<file path="src/rtl/spram_fifo_pkg.sv">
// spram_fifo_pkg: shared types and sizing helpers for the single-port-RAM FIFO controller
package spram_fifo_pkg;
  typedef enum logic {PRIO_RD, PRIO_WR} prio_t;
  function automatic int count_width(input int addr_width);
    return addr_width + 2;
  endfunction
endpackage

</file>
<file path="src/rtl/spram_fifo_obuf.sv">
// spram_fifo_obuf: 2-entry output buffer decoupling egress handshake from RAM read latency
module spram_fifo_obuf #(
  parameter int DATA_WIDTH = 8
) (
  input  logic                  clk,
  input  logic                  rst,
  input  logic                  push,
  input  logic [DATA_WIDTH-1:0] din,
  input  logic                  pop,
  output logic                  valid,
  output logic [DATA_WIDTH-1:0] dout,
  output logic [1:0]            count
);
  logic [DATA_WIDTH-1:0] mem [2];
  logic wr_idx, rd_idx;
  always_ff @(posedge clk)
    if (rst) begin
      wr_idx <= 1'b0;
      rd_idx <= 1'b0;
      count  <= 2'd0;
    end else begin
      wr_idx <= wr_idx ^ push;
      rd_idx <= rd_idx ^ pop;
      count  <= count + 2'(push) - 2'(pop);
    end
  always_ff @(posedge clk)
    if (push) mem[wr_idx] <= din;
  assign valid = count != 2'd0;
  // Gate the head so nothing stale is visible while empty
  assign dout  = valid ? mem[rd_idx] : '0;
  always_ff @(posedge clk)
    if (!rst) assert (!(push && !pop && count == 2'd2));
endmodule

</file>
<file path="src/rtl/spram_fifo_ctrl.sv">
// spram_fifo_ctrl: valid/ready FIFO on one external single-port RAM, arbitrating writes against prefetch reads
module spram_fifo_ctrl
  import spram_fifo_pkg::*;
#(
  parameter int DATA_WIDTH = 8,
  parameter int FIFO_DEPTH = 16,
  parameter int ADDR_WIDTH = $clog2(FIFO_DEPTH)
) (
  input  logic                                 clk,
  input  logic                                 rst,
  input  logic                                 s_valid,
  output logic                                 s_ready,
  input  logic [DATA_WIDTH-1:0]                s_data,
  output logic                                 m_valid,
  input  logic                                 m_ready,
  output logic [DATA_WIDTH-1:0]                m_data,
  output logic                                 ram_en,
  output logic                                 ram_we,
  output logic [ADDR_WIDTH-1:0]                ram_addr,
  output logic [DATA_WIDTH-1:0]                ram_din,
  input  logic [DATA_WIDTH-1:0]                ram_dout,
  output logic [count_width(ADDR_WIDTH)-1:0]   count,
  output logic                                 full
);
  localparam int CW = count_width(ADDR_WIDTH);
  logic [ADDR_WIDTH:0] wr_ptr, rd_ptr, ram_count;
  logic [1:0] obuf_count;
  logic in_flight, rd_req, wr_elig, contend, grant_rd, wr_fire;
  prio_t prio;
  assign ram_count = wr_ptr - rd_ptr;
  assign full      = ram_count == (ADDR_WIDTH+1)'(FIFO_DEPTH);
  assign wr_elig   = !full;
  // Prefetch only while the output buffer has room for every outstanding word
  assign rd_req    = (ram_count != '0) && ((3'(obuf_count) + 3'(in_flight)) < 3'd2);
  assign contend   = rd_req && s_valid && wr_elig;
  assign grant_rd  = rd_req && !(s_valid && wr_elig && prio == PRIO_WR);
  assign s_ready   = wr_elig && !grant_rd && !rst;
  assign wr_fire   = s_valid && s_ready;
  assign ram_en    = grant_rd || wr_fire;
  assign ram_we    = wr_fire;
  assign ram_addr  = wr_fire ? wr_ptr[ADDR_WIDTH-1:0] : rd_ptr[ADDR_WIDTH-1:0];
  assign ram_din   = s_data;
  assign count     = CW'(ram_count) + CW'(in_flight) + CW'(obuf_count);
  always_ff @(posedge clk)
    if (rst) begin
      wr_ptr    <= '0;
      rd_ptr    <= '0;
      in_flight <= 1'b0;
      prio      <= PRIO_RD;
    end else begin
      wr_ptr    <= wr_ptr + (ADDR_WIDTH+1)'(wr_fire);
      rd_ptr    <= rd_ptr + (ADDR_WIDTH+1)'(grant_rd);
      in_flight <= grant_rd;
      if (contend) prio <= (prio == PRIO_RD) ? PRIO_WR : PRIO_RD;
    end
  spram_fifo_obuf #(.DATA_WIDTH(DATA_WIDTH)) u_obuf (
    .clk   (clk),
    .rst   (rst),
    .push  (in_flight),
    .din   (ram_dout),
    .pop   (m_valid && m_ready),
    .valid (m_valid),
    .dout  (m_data),
    .count (obuf_count)
  );
endmodule

</file>
<file path="config.mk">
export PLATFORM = sky130hd
export DESIGN_NAME = spram_fifo_ctrl
export DESIGN_NICKNAME = d
export VERILOG_FILES = /design/src/rtl/spram_fifo_pkg.sv /design/src/rtl/spram_fifo_obuf.sv /design/src/rtl/spram_fifo_ctrl.sv
export SDC_FILE = /design/constraint.sdc
export NUM_CORES = 1
export LEC_CHECK = 0
export CAP_MARGIN = 30
export CORE_MARGIN = 5
export CORE_UTILIZATION = 50
export DETAILED_ROUTE_END_ITERATION = 10
export PLACE_DENSITY = 0.85
export SYNTH_ARGS = -nofsm -noshare
export SYNTH_HDL_FRONTEND = slang
export SYNTH_HIERARCHICAL = 1
export SYNTH_SLANG_ARGS = --single-unit
</file>
<file path="constraint.sdc">
create_clock -name clk -period 4.87 [get_ports clk]
set_input_delay 0.487 -clock clk [delete_from_list [all_inputs] [get_ports clk]]
set_output_delay 0.487 -clock clk [all_outputs]
set_load 0.1 [all_outputs]
</file>
==> flow_summary.yaml <==
status:
  status: "completed"
final_layout:
  fillerInstances: 284
  multi_input_area_um2: 840
  num_antenna_cells: 0
  ff_latch_area_um2: 801
  drive_gt1_share_pct: 12.6
  final_nets: 225
  areaGrowthSynthToFinish_pct: 23.0
timing:
  rsz0062_at_grt: "false"
  slew_violations: 0
  period_share_pct: 84.5
  max_freq_ghz: 0.243
  fin_worst_skew_ns: 0.0104
  setup_viol: 0
  hold_viol: 0
  worst_pin_slew_ns: 0.973
  finalCriticalPeriod_ns: 4.12
  slew_headroom_pct: 34.9
  finalSetupTns_ns: 0
critical_path:
  critPathMaxStageDelay_ns: 1.19
  worst-path-max-fanout: 5
  rrSetupSlack_ns: 1.53
  endpoint_kind: "output port"
  path_delay_family: "buffers and inverters"
  r2r_cells: 14
  timing.critical_path.mode_cell: "inv_1"
  required_ns: 4.38
  crit_chain: "inv_1 -> ha_1 -> inv_1 -> fa_1 -> xnor2_1 -> nand4_1 -> a211oi_4 -> clkdlybuf4s50_1"
  start_kind: "flop"
  cp.depth: 8
  reg2reg_from: "wr_ptr[0]"
  slowest_stage: "clkdlybuf4s50_1"
  cp.arrival_ns: 3.63
  crit_buf_inv: 3
  r2r_end: "rd_ptr[4]"
  critPathKind: "flop to output port"
clock_network:
  clk_pin_slew_ns: 0.11
  cts-buffers-inserted: 5
  cts-resized-gates: 0
  cts_setup_buffers: 0
  ctsHoldBuffers: 0
  cts_sinks: 32
  root_buffer: "clkbuf_4"
  cts_max_level: 2
  cts_tree: "built"
  cts.path.max_buffers: 2
  clock_latency_ns: 0.32
drt:
  via_per_inst: 5.07
  drt_iter0_drc: 26
  drt_pass1_iterations: 4
  drc: 0
  drt-total-wl_mm: 3.26
  vias: 1197
  wl_per_cell_um: 13.8
  ant_nets: 0
yosys:
  yosysMostFrequentCell: "nor2_1"
  synth_cells: 158
  syn_area_um2: 1740
  ys.flop_type: "edfxtp_1"
  netlist_top_cells_count: "nor2_1 (22), dfxtp_1 (16), edfxtp_1 (16)"
  ys_seq_area_share_pct: 45.9
  synth_top_area_cell: "edfxtp_1"
  synth.distinct_cells: 31
  yosys_warnings: 6
  synth_top_area_share_pct: 27.5
  yosys-top-cells-area: "edfxtp_1 (28%), dfxtp_1 (18%), ha_1 (9.3%)"
  synth_edf_count: 16
  syn-num-nets: 194
  avgSynthCellArea_um2: 11.0
  ys_seq_elements: 32
  async_flop_share_pct: 0
global_route:
  top_usage_layer: "met2"
  met2_usage_pct: 25.0
  grt_pass1_vias: 1250
  grt_first_pass_wirelength_mm: 5.51
  use_met3_pct: 5.52
  met1_usage_pct: 14.5
  grt_usage_pct: 13.9
  antenna_found_initial: 0
  grt_max_degree: 19
  overflow: 0
floorplanning:
  die_w_um: 69.1
  std_cell_rows: 21
  coreArea_um2: 3360
  die_h_um: 69.1
  dieArea_um2: 4770
  start_util_pct: 51.9
  ios: 51
hold_path:
  hold_end: "u_obuf/wr_idx"
  min_path_type: "flop to flop"
  hold_depth: 3
  hp-start: "u_obuf/wr_idx"
place:
  dpl.hpwl_mm: 2.56
  gp_congestion: 0.886
  port_buffers: 34
flow_run:
  cap_violations: 0
## state kept, by name, indices dropped and copies added (netlist names)
signal and count:
u_obuf/mem 16, rd_ptr 5, wr_ptr 5, u_obuf/count 2, in_flight 1, prio 1, u_obuf/rd_idx 1, u_obuf/wr_idx 1
## final cells by class
type	instances	area share (%)
repair buffers	34	15.0
inverters	12	2.10
clock inverters	3	1.98
clock buffers	5	1.75
multi-input cells	104	39.1
well taps	46	2.68
flip-flops and latches	32	37.3
## layout by cell type (no fill, tap or decap), drive strengths merged, types with 4 or more instances in the layout
cell type       n
ha             13
dfxtp          16
nand3           6
inv            12
xnor2           9
buf             7
mux2            4
nor2           23
nor2b           5
clkdlybuf4s50  27
a21oi           6
clkbuf          5
mux2i           8
edfxtp         16
xor2            6
## tightest hold or removal path, stage by stage (launching register included)
cell and delay [ns]:
dfxtp_1 0.32, inv_1 0.05, ha_1 0.11, nor2_1 0.03
## per-layer routing
| layer | vias up | wire [µm] |
|---|---|---|
| li1 | 592 | - |
| met1 | 561 | 1310 |
| met2 | 38 | 1710 |
| met3 | 6 | 180 |
| met4 | 0 | 59 |
| met5 | - | 0 |
## through the flow
| step | area [µm²] | utilization (%) | setup slack, ns | std cells | hold slack, ns |
|---|---|---|---|---|---|
| 4_1_cts | 2150 | 63.8 | 0.775 | 236 | 0.561 |
| 6_report | 2150 | 63.8 | 0.755 | 236 | 0.555 |
| 5_1_grt | 2150 | 63.8 | 0.596 | 236 | 0.602 |
| 2_1_floorplan | 1760 | - | 0.315 | 158 | 0.498 |
| 3_3_place_gp | 2070 | 61.4 | 1.28 | 228 | 0.514 |
| 3_5_place_dp | 2070 | 61.4 | 1.16 | 228 | 0.538 |
## cell families (layout without fill, tap and decap cells)
family          count (synthesis)  in the layout  share of synthesized area (%)
simple gates                   48             48                           13.8
flops                          32             32                           45.9
buf+inv                        22             54                           6.67
fa+ha+maj                      16             16                           12.8
xor+xnor                       16             16                           8.82
compound gates                 12             12                           4.88
mux                            12             12                           7.17
## worst max-delay path by stage
stage	start	endpoint	slack, ns
after detailed placement	wr_ptr[0]	full	1.16
final	wr_ptr[0]	full	0.75
after floorplan	wr_ptr[0]	s_ready	0.32
after global routing	wr_ptr[0]	full	0.60
after CTS	wr_ptr[0]	full	0.77
after global placement	wr_ptr[0]	full	1.28
Power is not shown: default switching activity piles up to over one toggle a cycle in this logic, so the estimate is an artifact.
